`src/rtl/mem_pkg.sv`:
```
// Shared definitions for the data-memory port: RV32 funct3 size codes,
// load/store FSM states and word geometry.
package mem_pkg;

    localparam int unsigned BYTES_PER_WORD = 4;

    localparam logic [2:0] F3_B  = 3'b000;
    localparam logic [2:0] F3_H  = 3'b001;
    localparam logic [2:0] F3_W  = 3'b010;
    localparam logic [2:0] F3_BU = 3'b100;
    localparam logic [2:0] F3_HU = 3'b101;

    typedef enum logic [1:0] {
        IDLE,
        ACC0,
        ACC1,
        RESP
    } lsu_state_t;

    // Stores have no unsigned variants; loads accept the five RV32 codes.
    function automatic logic f3_legal(input logic we, input logic [2:0] f3);
        if (we) begin
            return (f3 == F3_B) || (f3 == F3_H) || (f3 == F3_W);
        end
        return (f3 == F3_B) || (f3 == F3_H) || (f3 == F3_W) ||
               (f3 == F3_BU) || (f3 == F3_HU);
    endfunction

endpackage

```
`src/rtl/lsu_align.sv`:
```
// Lane math for one half of a (possibly split) access: byte enables,
// write-data shift in bits, and whether the access spills into the next word.
module lsu_align (
    input  logic [1:0] offset_i,
    input  logic [1:0] size_i,
    input  logic       hi_i,
    output logic [3:0] byte_enable_o,
    output logic [5:0] shamt_o,
    output logic       split_o
);

    logic [3:0] size_mask;
    logic [7:0] lanes;

    always_comb begin
        case (size_i)
            2'b00:   size_mask = 4'b0001;
            2'b01:   size_mask = 4'b0011;
            default: size_mask = 4'b1111;
        endcase
        // Lanes 7..4 of the shifted mask are the spill-over into the next word.
        lanes         = {4'b0000, size_mask} << offset_i;
        byte_enable_o = hi_i ? lanes[7:4] : lanes[3:0];
        shamt_o       = hi_i ? (6'd32 - {1'b0, offset_i, 3'b000})
                             : {1'b0, offset_i, 3'b000};
        split_o       = |lanes[7:4];
    end

endmodule

```
`src/rtl/load_store_unit.sv`:
```
// Data-memory initiator: turns RV32 byte/half/word loads and stores into one or
// two aligned word transactions and returns merged, extended load data.
module load_store_unit
    import mem_pkg::*;
#(
    parameter int unsigned XLEN = 32
) (
    input  logic            clk,
    input  logic            rst,
    input  logic            req_valid,
    output logic            req_ready,
    input  logic            req_we,
    input  logic [2:0]      req_funct3,
    input  logic [XLEN-1:0] req_addr,
    input  logic [XLEN-1:0] req_wdata,
    output logic            resp_valid,
    output logic [XLEN-1:0] resp_rdata,
    output logic            resp_err,
    output logic            mem_valid,
    output logic            mem_we,
    output logic [XLEN-1:0] mem_addr,
    output logic [XLEN-1:0] mem_wdata,
    output logic [3:0]      mem_byte_enable,
    input  logic [XLEN-1:0] mem_rdata
);

    lsu_state_t      state_q;
    logic            we_q;
    logic [2:0]      f3_q;
    logic [XLEN-1:0] addr_q;
    logic [XLEN-1:0] wdata_q;
    logic [XLEN-1:0] lo_q;
    logic [XLEN-1:0] hi_q;

    logic            req_ready_q;
    logic            resp_valid_q;
    logic            resp_err_q;
    logic [XLEN-1:0] resp_rdata_q;
    logic            mem_valid_q;
    logic            mem_we_q;
    logic [XLEN-1:0] mem_addr_q;
    logic [XLEN-1:0] mem_wdata_q;
    logic [3:0]      mem_be_q;

    logic              is_idle;
    logic              accept;
    logic [1:0]        al_offset;
    logic [1:0]        al_size;
    logic              al_hi;
    logic [3:0]        al_be;
    logic [5:0]        al_shamt;
    logic              al_split;
    logic [XLEN-3:0]   next_word;
    logic [2*XLEN-1:0] pair_d;
    logic [XLEN-1:0]   word_d;
    logic [XLEN-1:0]   rdata_d;

    // Outputs are registered one state ahead, so in IDLE the aligner looks at the
    // incoming request (first half) and in ACC0 at the latched one (second half).
    always_comb begin
        is_idle   = (state_q == IDLE);
        accept    = req_valid && req_ready_q;
        al_offset = is_idle ? req_addr[1:0]   : addr_q[1:0];
        al_size   = is_idle ? req_funct3[1:0] : f3_q[1:0];
        al_hi     = !is_idle;
    end

    lsu_align u_align (
        .offset_i      (al_offset),
        .size_i        (al_size),
        .hi_i          (al_hi),
        .byte_enable_o (al_be),
        .shamt_o       (al_shamt),
        .split_o       (al_split)
    );

    assign next_word = addr_q[XLEN-1:2] + {{(XLEN-3){1'b0}}, 1'b1};

    // Load data is formed from the word arriving this cycle plus the buffered half.
    always_comb begin
        pair_d = (state_q == ACC1) ? {mem_rdata, lo_q} : {hi_q, mem_rdata};
        word_d = XLEN'(pair_d >> {addr_q[1:0], 3'b000});
        case (f3_q[1:0])
            2'b00:   rdata_d = {{(XLEN-8){word_d[7] & ~f3_q[2]}}, word_d[7:0]};
            2'b01:   rdata_d = {{(XLEN-16){word_d[15] & ~f3_q[2]}}, word_d[15:0]};
            default: rdata_d = word_d;
        endcase
    end

    always_ff @(posedge clk) begin
        if (rst) begin
            state_q      <= IDLE;
            we_q         <= 1'b0;
            f3_q         <= '0;
            addr_q       <= '0;
            wdata_q      <= '0;
            lo_q         <= '0;
            hi_q         <= '0;
            req_ready_q  <= 1'b1;
            resp_valid_q <= 1'b0;
            resp_err_q   <= 1'b0;
            resp_rdata_q <= '0;
            mem_valid_q  <= 1'b0;
            mem_we_q     <= 1'b0;
            mem_addr_q   <= '0;
            mem_wdata_q  <= '0;
            mem_be_q     <= '0;
        end else begin
            case (state_q)
                IDLE: begin
                    if (accept) begin
                        we_q        <= req_we;
                        f3_q        <= req_funct3;
                        addr_q      <= req_addr;
                        wdata_q     <= req_wdata;
                        req_ready_q <= 1'b0;
                        if (f3_legal(req_we, req_funct3)) begin
                            state_q     <= ACC0;
                            mem_valid_q <= 1'b1;
                            mem_we_q    <= req_we;
                            mem_addr_q  <= {req_addr[XLEN-1:2], 2'b00};
                            mem_wdata_q <= req_wdata << al_shamt;
                            mem_be_q    <= al_be;
                        end else begin
                            state_q      <= RESP;
                            resp_valid_q <= 1'b1;
                            resp_err_q   <= 1'b1;
                        end
                    end
                end
                ACC0: begin
                    if (!we_q) lo_q <= mem_rdata;
                    if (al_split) begin
                        state_q     <= ACC1;
                        mem_addr_q  <= {next_word, 2'b00};
                        mem_wdata_q <= wdata_q >> al_shamt;
                        mem_be_q    <= al_be;
                    end else begin
                        state_q      <= RESP;
                        mem_valid_q  <= 1'b0;
                        mem_we_q     <= 1'b0;
                        mem_addr_q   <= '0;
                        mem_wdata_q  <= '0;
                        mem_be_q     <= '0;
                        resp_valid_q <= 1'b1;
                        resp_rdata_q <= we_q ? '0 : rdata_d;
                    end
                end
                ACC1: begin
                    if (!we_q) hi_q <= mem_rdata;
                    state_q      <= RESP;
                    mem_valid_q  <= 1'b0;
                    mem_we_q     <= 1'b0;
                    mem_addr_q   <= '0;
                    mem_wdata_q  <= '0;
                    mem_be_q     <= '0;
                    resp_valid_q <= 1'b1;
                    resp_rdata_q <= we_q ? '0 : rdata_d;
                end
                RESP: begin
                    state_q      <= IDLE;
                    req_ready_q  <= 1'b1;
                    resp_valid_q <= 1'b0;
                    resp_err_q   <= 1'b0;
                    resp_rdata_q <= '0;
                end
                default: state_q <= IDLE;
            endcase
        end
    end

    assign req_ready       = req_ready_q;
    assign resp_valid      = resp_valid_q;
    assign resp_err        = resp_err_q;
    assign resp_rdata      = resp_rdata_q;
    assign mem_valid       = mem_valid_q;
    assign mem_we          = mem_we_q;
    assign mem_addr        = mem_addr_q;
    assign mem_wdata       = mem_wdata_q;
    assign mem_byte_enable = mem_be_q;

endmodule

```
`config.mk`:
```
export PLATFORM = sky130hd
export DESIGN_NAME = load_store_unit
export DESIGN_NICKNAME = d
export VERILOG_FILES = /design/src/rtl/mem_pkg.sv /design/src/rtl/lsu_align.sv /design/src/rtl/load_store_unit.sv
export SDC_FILE = /design/constraint.sdc
export NUM_CORES = 1
export LEC_CHECK = 0
export ABC_AREA = 1
export CORE_MARGIN = 4
export CORE_UTILIZATION = 50
export CTS_BUF_LIST = sky130_fd_sc_hd__clkbuf_8
export CTS_CLUSTER_SIZE = 12
export DETAILED_ROUTE_END_ITERATION = 16
export PLACE_DENSITY = 0.8
export REMOVE_ABC_BUFFERS = 1
export SLEW_MARGIN = 10
export SYNTH_ARGS = -nofsm -noshare
export SYNTH_HDL_FRONTEND = slang
export SYNTH_SLANG_ARGS = --single-unit
```
`constraint.sdc`:
```
create_clock -name clk -period 4.2 [get_ports clk]
set_clock_uncertainty 0.15 [all_clocks]
set_input_delay 0.42 -clock clk [delete_from_list [all_inputs] [get_ports clk]]
set_output_delay 0.42 -clock clk [all_outputs]
set_load 0.01 [all_outputs]
```
==> metrics.cfg, run 1 <==
[run_status]
status=completed

[setup_path]
cpPeakStageDelay_ns=0.42
crit_arrival_ns=3.74
start_kind=flip-flop
end_kind=flip-flop
worstPathCellList=inv_1 > ha_1 > buf_4 > inv_2 > nand2_1 > nand2_1 > ha_1 > nor2_1 > nor2_1 > inv_2 > nand2_1 > inv_2 > nand2_1 > o21ai_0 > nor2_1 > a21oi_1
required_ns=4.54
cp_max_fo=27
crit_top_cell=nand2_1
cpMaxStageDelayCell=nand2_1
crit_type=flip-flop to flip-flop

[synth]
synth-seq-area-share=0.368
avgSynthCellArea_um2=6.27
synthTopCellsByArea=dfxtp_1 37%, nand2_1 15%, a21oi_1 9.2%
syn_inst=1988
yosysUniqueCellTypes=34
synth_compound_area_frac=0.194
synthMuxAreaShare=0
synth-async-reset-ratio=0
synth-simple-area-share=0.346
ys.flop_type=dfxtp_1
synth_top_area_cell=dfxtp_1
synth_edf_count=0
synth_warnings=0
synth_area_mm2=0.0125
synthAdderAreaFrac=0.00803
synth_common_cells=511 x nand2_1, 257 x nor2_1, 229 x dfxtp_1
synth_top_area_frac=0.368
synth_top_family_by_area=simple AND/OR/NAND/NOR gates
ys_ff_latch=229
synth-xor-area-share=0.000703
synth_most_common_cell=nand2_1

[worst_hold_path]
hold_class=input pin to flip-flop

[cells_and_area]
final_util=0.627
area_delta_synth_final_pct=22.7
final_nets=2233
fill_cells=2329
layout-drive-gt1-share=0.0516

[flow_run]
maxCapViolCount=0

[routing]
firstDrtPassIters=7
num_vias=14100
drc=0
wirelength_um=40900
vias_per_cell=5.70
drt_iter0_markers=1572
routedWlPerCell_um=16.5
antenna_left=0

[floorplan]
die_area_mm2=0.0275
io_pins=208
core-area_mm2=0.0244
start_util=0.511
die_h_um=166
rows=57
fp.dieW_um=166

[pwr]
p_per_area_mw_per_mm2=792
p_switching_mw=5.70
internal_power_mw=6.41
seqPwrFrac=0.286
clkPwrFrac=0.170
sw_frac_of_total=0.471
pwr-share-comb=0.544
p_leak_nw=6.15
vdd.ir_drop.worst_v=0.000543

[cts]
cts_resized=0
holdBufCountCts=0
clock_path_buffers=3
cts_sinks=229
htreeDepth=2
post_cts_buffers=0
cts_tree=yes
root_buffer=clkbuf_8
path_clk_slew_ns=0.06
cts-buffers-inserted=41
clk_latency_ns=0.54

[sta]
period_needed_ns=3.41
finalMaxSlewViolations=0
worstMarginPinSlew_ns=1.23
fin_crit_sh=0.811
timing.final.ws_setup_ns=0.792
setup_viol_count_final=0
clock.fmax_mhz=293
fin_tns_setup_ns=0
slew_headroom=0.177
rsz0062_at_grt=false
finalHoldViolCount=0
holdWs_ns=0.192

[grt]
track_usage=0.282
gr-total-overflow=0
grt_pass1_wl_um=66100
antenna_found_initial=2
grt_pass1_vias=13100
grt_max_degree=111

[placement]
dpl.hpwl_um=26300
port_buffers=205
pre_cts_ws_ns=0.825
place_congestion=0.923

-- cells in the final DEF (no fill, tap or decap), drive strengths merged --
cell type / netlist / routed
nand3b: 8 / 8
nand2: 518 / 518
a221oi: 1 / 1
nor2: 260 / 260
conb: 1 / 2
nand4: 4 / 4
o21ai: 203 / 203
o22ai: 8 / 8
clkdlybuf4s50: 0 / 204
clkinv: 1 / 7
dfxtp: 229 / 229
clkinvlp: 0 / 1
inv: 108 / 123
o211ai: 5 / 5
a31oi: 11 / 11
a211oi: 1 / 1
o31ai: 11 / 11
ha: 8 / 8
nor3: 9 / 9
clkbuf: 79 / 52
a21oi: 228 / 228
and2: 1 / 1
xor2: 1 / 1
diode: 0 / 1
buf: 58 / 23
nand3: 232 / 232
or2: 3 / 3
-- through the flow --
step / std cells / cell area (um2) / total power, mW
3_5_place_dp: 2403 / 14500 / 9.95
5_1_grt: 2478 / 15300 / 13.0
6_report: 2478 / 15300 / 12.1
4_1_cts: 2477 / 15300 / 12.0
2_1_floorplan: 1852 / 11800 / 7.34
3_3_place_gp: 2403 / 14500 / 9.83
-- final cells by class --
type                    count  area (um2)  share of cell area
flip-flops and latches    229        4590               0.300
diodes                      1        2.50            0.000164
well taps                 324         405              0.0265
multi-input cells        1514        6860               0.448
repair buffers            227        2230               0.146
clock buffers              52         716              0.0468
clock inverters            22        93.8             0.00614
inverters                 109         409              0.0268
-- power by group through the flow --
| stage | clock network [mW] | registers, mW | logic (mW) |
|---|---|---|---|
| 4_1_cts | 2.08 | 3.45 | 6.49 |
| 5_1_grt | 2.19 | 3.55 | 7.28 |
| 2_1_floorplan | 0 | 3.64 | 3.70 |
| 6_report | 2.06 | 3.47 | 6.59 |
| 3_5_place_dp | 0 | 3.48 | 6.46 |
| 3_3_place_gp | 0 | 3.48 | 6.35 |
-- registers in the layout, indices dropped and copies added, names as in the netlist --
register         count
mem_we               1
wdata_q             32
hi_q                24
mem_byte_enable      4
state_q              2
mem_addr            30
we_q                 1
resp_rdata          32
mem_valid            1
resp_err             1
mem_wdata           32
addr_q              32
resp_valid           1
lo_q                32
f3_q                 3
req_ready            1
-- final timing paths --
kind,startpoint,slack [ns],cells after the start,endpoint
hold reg to reg,resp_err,0.30,2,resp_err
setup reg to reg,state_q[0],0.79,16,mem_wdata[31]
hold / removal,rst,0.19,2,hi_q[21]
setup / recovery,state_q[0],0.79,16,mem_wdata[31]
-- worst max-delay path, delay by kind of cell, from the launching register on --
kind / cells / cell delay, ns
adders and majority gates: 2 / 0.47
AOI/OAI and AO/OA: 2 / 0.24
and+or+nand+nor: 7 / 0.91
DFF: 1 / 0.40
buffers and inverters: 5 / 1.17
-- metal layers --
metal  vias up  global-route usage  share of wire
met5         -                   0        0.00020
met4         2               0.111          0.035
met3       119              0.0467          0.091
met2       737               0.454           0.45
met1      6428               0.381           0.42
li1       6829                   -              -
-- cells by family after synthesis --
family / after synthesis
AO/OA/AOI/OAI: 468
buffers and inverters: 246
XOR/XNOR: 1
other: 1
adder cells (fa/ha/maj): 8
flip-flops: 229
AND/OR/NAND/NOR: 1035
No activity file was read; power rests on OpenSTA's default activity.
==> inputs of run 2 (changes only) <==
- clock period: 4.2 -> 3.2 ns (I/O delays scaled with it)
==> run 2 against run 1 <==
Net effect:
- register-to-register slack lost 0.53 ns
- critical endpoint is now mem_wdata[30]
- design area up 0.52%
- hold slack worse by 0.093 ns
- count of clock-buffer cells in the layout increased by 1
- critical path type unchanged
- maximum frequency rose by 16%
- largest cell class unchanged
- power increased by 33%
- die area unchanged
- wire length grew 0.63%
- first-iteration DRC count shrank 11%
- combinational power rose by 33%
==> metrics.cfg, run 2 (same netlist as run 1, synthesis figures left out) <==
[grt]
grt_pass1_vias=13500  ; +3.0%
grt_max_degree=111  ; unchanged
met1_usage=0.376  ; -0.00455
grt.busiest_layer=met2
met2_usage=0.462  ; +0.00870
track_usage=0.285  ; +0.00316
met3_usage=0.0424  ; -0.00428
gr-total-overflow=0  ; unchanged
grt_pass1_wl_um=67100  ; +1.5%
antenna_found_initial=3  ; +1

[cts]
clock_path_buffers=3  ; unchanged
cts-buffers-inserted=39  ; -4.9%
holdBufCountCts=0  ; unchanged
cts_resized=0  ; unchanged
clk_latency_ns=0.55  ; about the same
post_cts_buffers=0  ; unchanged
root_buffer=clkbuf_8
htreeDepth=2  ; unchanged
cts_sinks=229  ; unchanged
path_clk_slew_ns=0.06  ; about the same
cts_tree=yes

[floorplan]
start_util=0.511  ; unchanged
fp.dieW_um=166  ; unchanged
io_pins=208  ; unchanged
die_h_um=166  ; unchanged
die_area_mm2=0.0275  ; unchanged
rows=57  ; unchanged
core-area_mm2=0.0244  ; unchanged

[placement]
port_buffers=205  ; unchanged
dpl.hpwl_um=26300  ; about the same
pre_cts_ws_ns=0.0854  ; -0.740 ns
dpl.cell_count=2412  ; +0.37%
place_congestion=0.923  ; about the same

[sta]
finalMaxSlewViolations=0  ; unchanged
period_needed_ns=2.94  ; -0.472 ns
rsz0062_at_grt=false
clock.fmax_mhz=341  ; +16%
setup_viol_count_final=0  ; unchanged
worstMarginPinSlew_ns=1.25  ; +0.0131 ns
fin_crit_sh=0.917  ; +0.106
finalHoldViolCount=0  ; unchanged
slew_headroom=0.168  ; -0.00875
fin_tns_setup_ns=0  ; unchanged
timing.final.ws_setup_ns=0.264  ; -0.528 ns

[routing]
antenna_left=0  ; unchanged
drt_iter0_markers=1395  ; -11%
wirelength_um=41200  ; +0.63%
num_vias=14200  ; +0.61%
vias_per_cell=5.73  ; +0.61%
drc=0  ; unchanged
routedWlPerCell_um=16.6  ; +0.63%
firstDrtPassIters=6  ; -1

[setup_path]
crit_arrival_ns=3.25  ; -0.49 ns
start_kind=flip-flop
crit_type=flip-flop to flip-flop
cp_max_fo=37  ; +37%
required_ns=3.52  ; -1.02 ns
end_kind=flip-flop

[cells_and_area]
area_delta_synth_final_pct=23.4
layout.cells.non_filler=2478  ; unchanged
layout_commonest_cell=nand2_1
final_nets=2240  ; +0.31%
fill_cells=2328  ; -0.043%
layout_common_cells=509 x nand2_1, 256 x nor2_1, 228 x a21oi_1, 228 x nand3_1, 228 x dfxtp_1
layout-drive-gt1-share=0.0553  ; +0.00372

[worst_hold_path]
hold_class=input pin to flip-flop

[pwr]
vdd.ir_drop.worst_v=0.000690  ; +27%
p_leak_nw=6.17  ; +0.37%
p_per_area_mw_per_mm2=1050  ; +32%

[flow_run]
maxCapViolCount=0  ; unchanged

[run_status]
status=completed

## run 2: cell types whose count changed in the layout (fill, tap and decap cells not counted)
cell        delta
clkinv_2       -4
buf_12         +1
buf_4          +8
nand2_1        -1
clkinvlp_4     -1
nand2_2        +1
nor2_2         +1
nor2_1         -1
bufinv_16      +1
inv_1          -6
clkbuf_8       +1
## run 2: layout make-up
| class | count | area, um2 | share of cell area |
|---|---|---|---|
| diodes | 1 | 2.50 | 0.000163 |
| clock buffers | 53 | 729 | 0.0474 |
| clock inverters | 12 | 73.8 | 0.00480 |
| inverters | 109 | 409 | 0.0266 |
| multi-input cells | 1514 | 6860 | 0.446 |
| flip-flops and latches | 229 | 4590 | 0.298 |
| well taps | 324 | 405 | 0.0264 |
| repair buffers | 236 | 2310 | 0.150 |
## run 2: routing by layer
| metal | vias to the layer above | wire [um] |
|---|---|---|
| li1 | 6831 | - |
| met1 | 6486 | 17200 |
| met2 | 753 | 18800 |
| met3 | 127 | 3630 |
| met4 | 4 | 1550 |
| met5 | - | 22 |
## run 2: worst paths after layout
path,start,endpoint,slack [ns],cells after the start
max reg2reg,state_q[1],mem_wdata[30],0.26,15
min,rst,wdata_q[14],0.1,2
max,state_q[1],mem_wdata[30],0.26,15
min reg2reg,hi_q[23],hi_q[23],0.31,2
## run 2: critical path, cell delays in order, from the launching register on
cell and delay (ns):
dfxtp_1 0.42, inv_1 0.14, ha_1 0.26, buf_12 0.20
nand2_1 0.16, nand2_1 0.11, ha_1 0.18, inv_1 0.07
nor2_2 0.07, nor2_1 0.17, buf_4 0.28, nand2_1 0.16
or2_2 0.32, nand3_1 0.08, nand2_1 0.05, inv_1 0.04
## run 2: power by group
group / internal [mW] / switching, mW
combinational: 3.14 / 5.62
clock: 1.54 / 1.20
sequential: 3.91 / 0.659
total: 8.59 / 7.48
## run 2: through the flow
stage                     area [um2]  hold WS [ns]  power (mW)  utilization
after detailed placement       14600         0.299        13.2        0.597
after global routing           15400         0.110        17.2        0.630
after floorplan                11800         0.239        9.64            -
after CTS                      15400        0.0661        16.0        0.630
final                          15400        0.0990        16.1        0.630
after global placement         14600         0.288        13.0        0.597
==> inputs of run 3 (changes only) <==
- CORE_MARGIN: 4 -> 10
==> run 3 against run 2 <==
Net effect:
- register-to-register slack gained 0.06 ns
- global-route usage fell by 3.0 points
- sequential share of layout area up 0.063 points
- clock power decreased by 2%
- die area grew 15%
- cell count up 0.12%
- critical path type unchanged
- largest cell class unchanged
- combinational power is essentially flat
==> metrics.cfg, run 3 (same netlist as run 1, synthesis figures left out) <==
[routing]
num_vias=14000  ; -1.2%
wirelength_um=42200  ; +2.4%
antenna_left=0  ; unchanged
drc=0  ; unchanged
routedWlPerCell_um=17.0  ; +2.3%
firstDrtPassIters=6  ; unchanged
vias_per_cell=5.66  ; -1.3%
drt_iter0_markers=1434  ; +2.8%

[setup_path]
start_kind=flip-flop
cp-endpoint=mem_addr[9]
crit_arrival_ns=3.22  ; -0.03 ns
worst-r2r-setup-slack_ns=0.32  ; +0.06 ns
end_kind=flip-flop
cpPeakStageDelay_ns=0.56  ; +0.14 ns
path_buf_inv=2  ; -3
required_ns=3.54  ; +0.02 ns
crit_top_cell=nand2_1
path_delay_family=simple AND/OR/NAND/NOR gates
r2r.worst_path.cells=11  ; -4
worstPathCellList=inv_1 > ha_2 > buf_4 > nand2_1 > nand2_1 > nand2_1 > nand2_1 > nand3_4 > nor2_4 > o21ai_0 > a21oi_1
r2r_end=mem_addr[9]
crit_start=state_q[0]
rr_startpoint=state_q[0]
cp_max_fo=25  ; -32%
cpMaxStageDelayCell=nor2_4
crit_type=flip-flop to flip-flop
path_depth=11  ; -4

[sta]
worstMarginPinSlew_ns=1.22  ; -0.0267 ns
rsz0062_at_grt=false
fin_crit_sh=0.900  ; -0.0178
period_needed_ns=2.88  ; -0.0569 ns
finalHoldViolCount=0  ; unchanged
clock.fmax_mhz=347  ; +2.0%
timing.final.ws_setup_ns=0.321  ; +0.0569 ns
finalMaxSlewViolations=0  ; unchanged
setup_viol_count_final=0  ; unchanged
slew_headroom=0.186  ; +0.0178
fin_tns_setup_ns=0  ; unchanged

[floorplan]
die_area_mm2=0.0316  ; +15%
rows=57  ; unchanged
fp.dieW_um=178  ; +7.2%
die_h_um=178  ; +7.2%
io_pins=208  ; unchanged
start_util=0.511  ; unchanged
core-area_mm2=0.0244  ; unchanged

[grt]
track_usage=0.255  ; -0.0304
grt_max_degree=111  ; unchanged
grt_pass1_wl_um=66900  ; -0.28%
gr-total-overflow=0  ; unchanged
grt_pass1_vias=13200  ; -2.1%
antenna_found_initial=3  ; unchanged

[pwr]
p_leak_nw=6.15  ; -0.32%
p_per_area_mw_per_mm2=1040  ; -0.22%
vdd.ir_drop.worst_v=0.000669  ; -3.0%
p_switching_mw=7.52  ; +0.45%
sw_frac_of_total=0.470  ; +0.00411
pwr-share-comb=0.547  ; +0.002
fin_total_pwr_mw=16.0  ; -0.43%
internal_power_mw=8.49  ; -1.2%
clkPwrFrac=0.168  ; -0.003
seqPwrFrac=0.285  ; about the same

[cells_and_area]
layout-drive-gt1-share=0.0548  ; -0.000515
layout_commonest_cell=nand2_1
area_delta_synth_final_pct=23.1
final_util=0.629  ; -0.00133
multi_input_comb_area_mm2=0.00686  ; about the same
layout_common_cells=509 x nand2_1, 256 x nor2_1, 228 x a21oi_1, 228 x nand3_1, 228 x dfxtp_1
final_nets=2240  ; unchanged
regArea_mm2=0.00459  ; unchanged
fill_cells=2303  ; -1.1%

[placement]
place_congestion=0.893  ; -3.2%
port_buffers=205  ; unchanged
pre_cts_ws_ns=0.177  ; +0.0916 ns
dpl.hpwl_um=27500  ; +4.4%

[cts]
cts_sinks=229  ; unchanged
holdBufCountCts=0  ; unchanged
clk_latency_ns=0.56  ; about the same
htreeDepth=2  ; unchanged
cts-buffers-inserted=40  ; +2.6%
cts_tree=yes
root_buffer=clkbuf_8
path_clk_slew_ns=0.06  ; about the same
clock_path_buffers=3  ; unchanged

[worst_hold_path]
hold_class=input pin to flip-flop
min_from=rst

[flow_run]
maxCapViolCount=0  ; unchanged

[run_status]
status=completed

run 3: how the worst min path moves through the flow:
| stage | end | slack [ns] | cells after the start |
|---|---|---|---|
| after floorplan | addr_q[10] | 0.24 | 1 |
| after detailed placement | resp_err | 0.30 | 2 |
| final | lo_q[18] | 0.19 | 4 |
| after global placement | hi_q[23] | 0.29 | 2 |
| after global routing | lo_q[1] | 0.21 | 4 |
| after CTS | hi_q[23] | 0.14 | 4 |
run 3: worst min-delay path, stage by stage:
cell and delay (ns):
buf_4 0.09, inv_2 0.21, o21ai_0 0.16, nor2_1 0.05
run 3: timing repair:
action,4_1_cts,5_1_grt
hold endpoints to repair,0,0
setup endpoints to repair,0,10
resized for setup,0,3
buffers inserted,0,0
run 3: cell type report:
| class | count | area share |
|---|---|---|
| clock inverters | 19 | 0.00726 |
| repair buffers | 235 | 0.149 |
| flip-flops and latches | 229 | 0.299 |
| inverters | 109 | 0.0267 |
| well taps | 324 | 0.0264 |
| multi-input cells | 1514 | 0.447 |
| diodes | 2 | 0.000326 |
| clock buffers | 49 | 0.0440 |
run 3: metrics by stage:
| stage | hold slack, ns | std cells | area (um2) |
|---|---|---|---|
| after global placement | 0.290 | 2411 | 14500 |
| after CTS | 0.142 | 2479 | 15300 |
| after detailed placement | 0.300 | 2411 | 14500 |
| after floorplan | 0.239 | 1852 | 11800 |
| after global routing | 0.212 | 2481 | 15300 |
| final | 0.185 | 2481 | 15300 |
run 3: per-layer routing:
metal	share of wire	vias to the layer above	track usage
met5	0.00043	-	0
met4	0.032	2	0.110
met3	0.097	106	0.0508
met2	0.46	767	0.418
met1	0.41	6328	0.319
li1	-	6833	-
run 3: power groups by stage:
stage               Combinational, mW  Clock, mW  Sequential (mW)
detailed placement               8.59          0             4.59
CTS                              8.63       2.72             4.55
global placement                 8.46          0             4.58
global route                     9.66       2.82             4.67
finish                           8.75       2.68             4.56
floorplan                        4.86          0             4.78
